==> src/rtl/pipe_elastic_stage.sv <==
// Elastic pipeline stage with a 2-entry skid buffer, global flush and
// selective kill by checkpoint mask. All outputs come straight from registers.
module pipe_elastic_stage #(
  parameter int DATA_WIDTH       = 32,
  parameter int CHECKPOINT_WIDTH = 2,
  parameter int KILL_COUNT_WIDTH = 8
) (
  input  logic                          i_Clk,
  input  logic                          i_Reset_n,
  input  logic                          i_Flush,
  input  logic                          i_Kill_Valid,
  input  logic [2**CHECKPOINT_WIDTH-1:0] i_Kill_Mask,
  input  logic                          i_Valid,
  output logic                          o_Ready,
  input  logic [DATA_WIDTH-1:0]         i_Payload,
  input  logic [CHECKPOINT_WIDTH-1:0]   i_Checkpoint,
  output logic                          o_Valid,
  input  logic                          i_Ready,
  output logic [DATA_WIDTH-1:0]         o_Payload,
  output logic [CHECKPOINT_WIDTH-1:0]   o_Checkpoint,
  output logic [1:0]                    o_Count,
  output logic [KILL_COUNT_WIDTH-1:0]   o_Kill_Count
);

  typedef struct packed {
    logic                        vld;
    logic [CHECKPOINT_WIDTH-1:0] ck;
    logic [DATA_WIDTH-1:0]       pl;
  } ent_t;

  ent_t                        out_q, skid_q, out_d, skid_d;
  ent_t [2:0]                  cand;
  logic [2:0]                  kill, surv;
  logic [1:0]                  cnt_q, nk;
  logic [KILL_COUNT_WIDTH-1:0] kcnt_q, kcnt_d;
  logic [KILL_COUNT_WIDTH:0]   ksum;
  logic                        in_xfer, out_xfer, kill_en;

  assign o_Valid      = out_q.vld;
  assign o_Ready      = ~skid_q.vld;
  assign o_Payload    = out_q.pl;
  assign o_Checkpoint = out_q.ck;
  assign o_Count      = cnt_q;
  assign o_Kill_Count = kcnt_q;

  assign in_xfer  = i_Valid & ~skid_q.vld;
  assign out_xfer = out_q.vld & i_Ready;
  assign kill_en  = i_Kill_Valid & ~i_Flush;

  // Post-transfer entries in FIFO order: held OUT, SKID, then incoming.
  // Kill applies to these, survivors compact toward OUT (at most two survive).
  always_comb begin
    cand[0] = out_xfer ? '0 : out_q;
    cand[1] = skid_q;
    cand[2] = in_xfer ? {1'b1, i_Checkpoint, i_Payload} : '0;
    for (int i = 0; i < 3; i++) begin
      kill[i] = kill_en & cand[i].vld & i_Kill_Mask[cand[i].ck];
      surv[i] = cand[i].vld & ~kill[i];
    end
    out_d = surv[0] ? cand[0] :
            surv[1] ? cand[1] :
            surv[2] ? cand[2] : '0;
    skid_d = (surv[0] & surv[1])            ? cand[1] :
             ((surv[0] ^ surv[1]) & surv[2]) ? cand[2] : '0;
    nk     = {1'b0, kill[0]} + {1'b0, kill[1]} + {1'b0, kill[2]};
    ksum   = {1'b0, kcnt_q} + (KILL_COUNT_WIDTH+1)'(nk);
    kcnt_d = ksum[KILL_COUNT_WIDTH] ? '1 : ksum[KILL_COUNT_WIDTH-1:0];
  end

  always_ff @(posedge i_Clk or negedge i_Reset_n) begin
    if (!i_Reset_n) begin
      out_q  <= '0;
      skid_q <= '0;
      cnt_q  <= '0;
      kcnt_q <= '0;
    end else if (i_Flush) begin
      out_q  <= '0;
      skid_q <= '0;
      cnt_q  <= '0;
    end else begin
      out_q  <= out_d;
      skid_q <= skid_d;
      cnt_q  <= {1'b0, out_d.vld} + {1'b0, skid_d.vld};
      kcnt_q <= kcnt_d;
    end
  end

endmodule

==> config.mk <==
export PLATFORM = sky130hd
export DESIGN_NAME = pipe_elastic_stage
export DESIGN_NICKNAME = d
export VERILOG_FILES = /design/src/rtl/pipe_elastic_stage.sv
export SDC_FILE = /design/constraint.sdc
export NUM_CORES = 1
export LEC_CHECK = 0
export ABC_AREA = 1
export ABC_CLOCK_PERIOD_IN_PS = 3300
export BUFFER_PORTS_ARGS = -buffer_cell sky130_fd_sc_hd__buf_4
export CAP_MARGIN = 20
export CORE_MARGIN = 2
export CORE_UTILIZATION = 40
export CTS_CLUSTER_DIAMETER = 30
export CTS_CLUSTER_SIZE = 8
export DETAILED_ROUTE_END_ITERATION = 10
export MAX_ROUTING_LAYER = met4
export SETUP_SLACK_MARGIN = 0.2
export SLEW_MARGIN = 0
export SYNTH_ARGS = -nofsm -noshare
export SYNTH_HDL_FRONTEND = slang
export SYNTH_SLANG_ARGS = --single-unit
==> constraint.sdc <==
create_clock -name i_Clk -period 3.3 [get_ports i_Clk]
set_input_delay 0.495 -clock i_Clk [delete_from_list [all_inputs] [get_ports i_Clk]]
set_output_delay 0.495 -clock i_Clk [all_outputs]
set_load 0.03 [all_outputs]
==> results.toml, run 1 <==
[run_status]
outcome = "finished clean"

[synthesis]
synthFlopType = "dfrtp_1"
synth_top_area_cell = "dfrtp_1"
synth_area_um2 = 4160
synth-edff-count = 0
seq_area_frac_synth_pct = 48.1
synth_cells = 532
syn-mean-instance-area_um2 = 7.82
yosys_warnings = 0
synth_fp_nets = 582
yosys-top-cells-area = "dfrtp_1 (48%), nand2_1 (22%), nand3_1 (6.9%), o21ai_2 (5.7%), inv_1 (3.2%)"
synth_common_cells = "nand2_1 (239), dfrtp_1 (80), nand3_1 (57)"
synth_top_area_share_pct = 48.1
synth.distinct_cells = 28
synth-async-reset-ratio_pct = 100
synth.most_common_cell = "nand2_1"
ys_ff_latch = 80

[timing]
max_freq_mhz = 348
min_period_over_period_pct = 87.1
setup_viol_count_final = 0
whs_ps = 408
relSlewSlack_pct = 45.5
fin_setup_tns_ps = 0
worstMarginPinSlew_ps = 816
drv_slew = 0
hold_viol_final = 0
clock_skew_ps = 9.09
min_period_ps = 2880
rsz0062_at_grt = "no"

[clock_tree]
cts_tree = "yes"
cts_sinks = 80
root_buffer = "clkbuf_8"
clkLatencyLatePin_ps = 350
cts_max_level = 3
clk_pin_slew_ps = 80
clk_path_buf_depth = 2
cts_buffers = 9

[grt]
antenna_found_initial = 0
grtUsageTotal_pct = 19.9
grt_overflow = 0
grt_pass1_vias = 3486
grt_pass1_wl_um = 17500
grt_max_degree = 81

[finish]
area_delta_synth_final_pct = 26.1
nets = 668
drive_gt1_share_pct = 25.8
antenna_cells = 0
fin_cells = 759
stdcell_area_um2 = 5250

[pwr]
vdd_drop_max_mv = 0.176
p_total_mw = 2.47
p_leak_nw = 2.90
power_density_nw_per_um2 = 470

[setup_path]
cp_slowest_stage_delay_ps = 450
timing.critical_path.fanout_max = 3
reg2reg_to = "o_Kill_Count[7]$_DFFE_PN0N_"
path_common_cell = "nand2_1"
critPathCapture = "o_Kill_Count[7]$_DFFE_PN0N_"
path_class = "flop to flop"
path_cells = "buf_12 -> nor2_4 -> nand3_1 -> nand2_1 -> nand3_4 -> inv_1 -> fa_1 -> ha_1 -> fa_1 -> nand3_1 -> nor2_1 -> nand2_1 -> nand2_1 -> o21ai_1 -> o31ai_1"
r2r_slack_ps = 420
worst_path_max_delay_cell = "dfrtp_2"
r2r_cells = 15
end_kind = "flop"
arrival_ps = 3110
cp-startpoint = "cand[69]$_DFF_PN0_"
regToRegStartpoint = "cand[69]$_DFF_PN0_"
crit_required_ps = 3530
startpoint_type = "flop"

[route]
firstDrtPassIters = 4
routedWlPerCell_um = 13.7
dr_total_vias = 3701
ant_nets = 0
dr.first_iter.drc_count = 186
routed_wl_um = 10400
drcViolationCount = 0
vias_per_cell = 4.88

[hold_path]
min_path_type = "input pin to flop"

[floorplan]
core_um2 = 10200
initial_core_util_pct = 40.7
die_x_um = 106
ios = 90
die_h_um = 106
rows = 37
die_area_um2 = 11200

[placement]
gp_congestion = 0.814
io_buffer_count = 89
dp_hpwl_um = 6610
dp.cells = 740
place_area_um2 = 4930

[job]
maxCapViolCount = 0
## layout by cell type (no fill, tap or decap), types with 2 or more instances in the layout
master / count
ha_1: 4
inv_2: 3
buf_12: 2
nor3_2: 2
o21ai_2: 27
fa_1: 2
nand4_1: 4
nand3_1: 57
clkbuf_8: 9
clkbuf_1: 2
buf_4: 98
nand3_2: 3
bufinv_16: 4
o21ai_0: 10
nand2_1: 239
nor2_1: 21
o21ai_1: 4
nor2_4: 2
dfrtp_1: 79
inv_1: 36
nand2_2: 2
## sequential cells by signal, indices dropped and copies added (netlist names)
signal and count:
cand 35, o_Checkpoint 2, o_Count 2, o_Kill_Count 8
o_Payload 32, o_Valid 1
## cells by family after synthesis
kind of cell               Yosys count  share of synthesized area (%)
AOI/OAI and AO/OA                   44                           7.79
xor gates and xnor gates             1                          0.211
adders and majority gates            6                           2.16
buffers and inverters               67                           7.61
DFF                                 80                           48.1
and+or+nand+nor                    334                           34.1
## worst max-delay path: cells and delay by family (launching register included)
family	cells	cell delay [ps]
adder cells (fa/ha/maj)	3	1070
flip-flops	1	450
AO/OA/AOI/OAI	2	240
AND/OR/NAND/NOR	8	690
buffers and inverters	2	290
## stage by stage
stage | utilization (%) | setup WS [ps]
after floorplan | - | 469
after global placement | 48.2 | 366
after detailed placement | 48.2 | 212
after CTS | 50.7 | 325
after global routing | 51.3 | 204
final | 51.3 | 425
## layout make-up
class | count | area [um2]
clock buffers | 11 | 131
clock inverters | 5 | 129
fillers | 1004 | 4980
inverters | 40 | 153
multi-input cells | 385 | 1850
flip-flops and latches | 80 | 2000
well taps | 136 | 170
repair buffers | 102 | 813
## per-layer routing
metal	wire length, um	vias to the layer above	GRT usage, %
met4	136	0	6.95
met1	4990	1762	26.5
met5	0	-	-
met3	394	12	2.45
li1	-	1844	-
met2	4850	83	31.7
## worst min path at each step
stage / startpoint / endpoint / slack (ps) / depth (start not counted)
finish: i_Payload[25] / cand[60]$_DFFE_PN0P_ / 410 / 3
global route: i_Payload[25] / cand[60]$_DFFE_PN0P_ / 400 / 3
CTS: i_Reset_n / cand[67]$_DFFE_PN0P_ / 360 / 1
detailed placement: o_Payload[10]$_DFFE_PN0P_ / o_Payload[10]$_DFFE_PN0P_ / 470 / 2
global placement: cand[66]$_DFFE_PN0P_ / cand[66]$_DFFE_PN0P_ / 460 / 2
floorplan: i_Reset_n / cand[35]$_DFFE_PN0P_ / 200 / 0
## where the power goes
group	internal [mW]	total [mW]	switching [mW]
combinational	0.162	0.438	0.276
clock	0.582	0.949	0.367
sequential	1.03	1.08	0.0493
## what timing repair did
| action | in CTS | in global routing |
|---|---|---|
| hold buffers | 0 | 1 |
| endpoints found under the setup margin | 0 | 1 |
| setup buffers | 0 | 1 |
| endpoints found under the hold margin | 0 | 8 |
| gates resized for setup | 0 | 2 |
Note: power is estimated with default switching activity, not from simulation.
==> run 2: changes to the inputs <==
==> constraint.sdc (replaced) <==
create_clock -name i_Clk -period 3.3 [get_ports i_Clk]
set_input_delay 0.165 -clock i_Clk [delete_from_list [all_inputs] [get_ports i_Clk]]
set_output_delay 0.165 -clock i_Clk [all_outputs]
set_load 0.03 [all_outputs]
==> results.toml, run 2 (synthesis results as in run 1) <==
[setup_path]
worst_path_max_delay_cell = "fa_1"
arrival_ps = 3090
end_kind = "flop"
startpoint_type = "flop"
path_common_cell = "nand2_1"
path_cells = "inv_4 -> nand3_2 -> nor2_1 -> nand2_1 -> nand3_4 -> inv_1 -> fa_1 -> ha_1 -> fa_1 -> nand3_1 -> nor2_1 -> nand2_1 -> nand2_1 -> o21ai_0 -> o31ai_1"
crit_required_ps = 3540
regToRegStartpoint = "cand[69]$_DFF_PN0_"
critPathCapture = "o_Kill_Count[7]$_DFFE_PN0N_"
cp_slowest_stage_delay_ps = 470
path_class = "flop to flop"
r2r_cells = 15
cp-startpoint = "cand[69]$_DFF_PN0_"
r2r_slack_ps = 450
reg2reg_to = "o_Kill_Count[7]$_DFFE_PN0N_"
timing.critical_path.fanout_max = 5

[clock_tree]
clkLatencyLatePin_ps = 360
cts_sinks = 80
cts_tree = "yes"
clk_pin_slew_ps = 90
root_buffer = "clkbuf_8"
post_cts_buffers = 0
cts_max_level = 3
cts_buffers = 9
clk_path_buf_depth = 2

[placement]
io_buffer_count = 89
dp_hpwl_um = 6580
dp.cells = 737
gp_congestion = 0.849

[floorplan]
die_area_um2 = 11200
rows = 37
core_um2 = 10200
initial_core_util_pct = 40.7
die_h_um = 106
die_x_um = 106
ios = 90

[timing]
clock_skew_ps = 5.21
max_freq_mhz = 351
min_period_ps = 2850
whs_ps = 61.0
rsz0062_at_grt = "no"
worstMarginPinSlew_ps = 849
fin_setup_tns_ps = 0
hold_viol_final = 0
drv_slew = 0
setup_viol_count_final = 0
relSlewSlack_pct = 43.3
min_period_over_period_pct = 86.3

[pwr]
power.switching_mw = 0.713
power_frac_comb_pct = 18.2
netSwitchingFraction_pct = 29.6
clockPowerShare_pct = 37.0
p_leak_nw = 2.88
seqPwrFrac_pct = 44.8
internal_power_mw = 1.70
power_density_nw_per_um2 = 464
vdd_drop_max_mv = 0.261

[route]
highest_layer = "met4"
dr_total_vias = 3620
vias_per_cell = 4.79
wl_met1_um = 4900
dr.first_iter.drc_count = 248
wl_met2_um = 4970
met3_length_um = 475
routed_wl_um = 10500
drcViolationCount = 0
ant_nets = 0
routedWlPerCell_um = 13.9
firstDrtPassIters = 5

[grt]
grt_max_degree = 81
grt_overflow = 0
antenna_found_initial = 0
grt_pass1_vias = 3656
grt_pass1_wl_um = 17800
grtUsageTotal_pct = 20.4

[finish]
largest_reg_flops = 35
layout_common_cells = "nand2_1 (239), buf_4 (96), dfrtp_1 (79)"
nets = 665
drive_gt1_share_pct = 25.8
area_delta_synth_final_pct = 24.7
final_common_cell = "nand2_1"
fin_cells = 756
antenna_cells = 0

[job]
maxCapViolCount = 0

[run_status]
outcome = "finished clean"

[hold_path]
min_path_type = "input pin to flop"
-- run 2: cell count changes in the layout (fill, tap and decap cells not counted), moves of 2 or more --
| cell | change |
|---|---|
| clkinv_2 | +2 |
| clkbuf_1 | -2 |
| buf_12 | -2 |
| inv_6 | +2 |
| buf_4 | -2 |
-- run 2: power groups by stage --
stage | sequential [mW] | clock, mW | combinational [mW]
floorplan | 1.18 | 0 | 0.163
detailed placement | 1.10 | 0 | 0.432
CTS | 1.08 | 0.921 | 0.435
finish | 1.08 | 0.892 | 0.438
global placement | 1.10 | 0 | 0.428
global route | 1.09 | 0.964 | 0.483
-- run 2: through the flow --
step	power (mW)	worst slack, ps	util [%]	instance area, um2
after floorplan	1.34	469	-	4160
after global placement	1.53	532	47.8	4890
after detailed placement	1.53	458	47.8	4890
after CTS	2.44	442	50.2	5140
after global routing	2.54	223	50.7	5190
final	2.41	452	50.7	5190
-- run 2: repair_timing --
action / in CTS / in global routing
hold buffers: 0 / 1
endpoints found under the hold margin: 0 / 27
gates resized for setup: 0 / 1
setup endpoints to repair: 0 / 1
-- run 2: layout make-up --
| type | count | area, um2 |
|---|---|---|
| Clock buffer | 9 | 124 |
| Sequential cell | 80 | 2000 |
| Inverter | 40 | 153 |
| Clock inverter | 7 | 118 |
| Tap cell | 136 | 170 |
| Timing Repair Buffer | 99 | 773 |
| Multi-Input combinational cell | 385 | 1850 |
| Fill cell | 1022 | 5040 |
-- run 2: worst min path at each step --
stage,start,end,slack (ps),depth (start not counted)
after global placement,i_Reset_n,o_Checkpoint[0]$_DFF_PN0_,430,1
after global routing,i_Payload[27],cand[62]$_DFFE_PN0P_,50,3
after CTS,i_Reset_n,o_Checkpoint[0]$_DFF_PN0_,40,1
after detailed placement,i_Reset_n,o_Checkpoint[0]$_DFF_PN0_,430,1
after floorplan,i_Reset_n,cand[35]$_DFFE_PN0P_,-130,0
final,i_Payload[27],cand[62]$_DFFE_PN0P_,60,3
-- run 2: critical path, delay by kind of cell (launching register included) --
family                   cells  cell delay (ps)
adder cells (fa/ha/maj)      3             1100
AND/OR/NAND/NOR              8              730
flip-flops                   1              460
AO/OA/AOI/OAI                2              250
buffers and inverters        2              190
-- run 2: per-layer routing --
| layer | GRT usage [%] | up-vias |
|---|---|---|
| li1 | - | 1832 |
| met1 | 26.7 | 1684 |
| met2 | 32.6 | 89 |
| met3 | 3.00 | 15 |
| met4 | 7.05 | 0 |
| met5 | - | - |
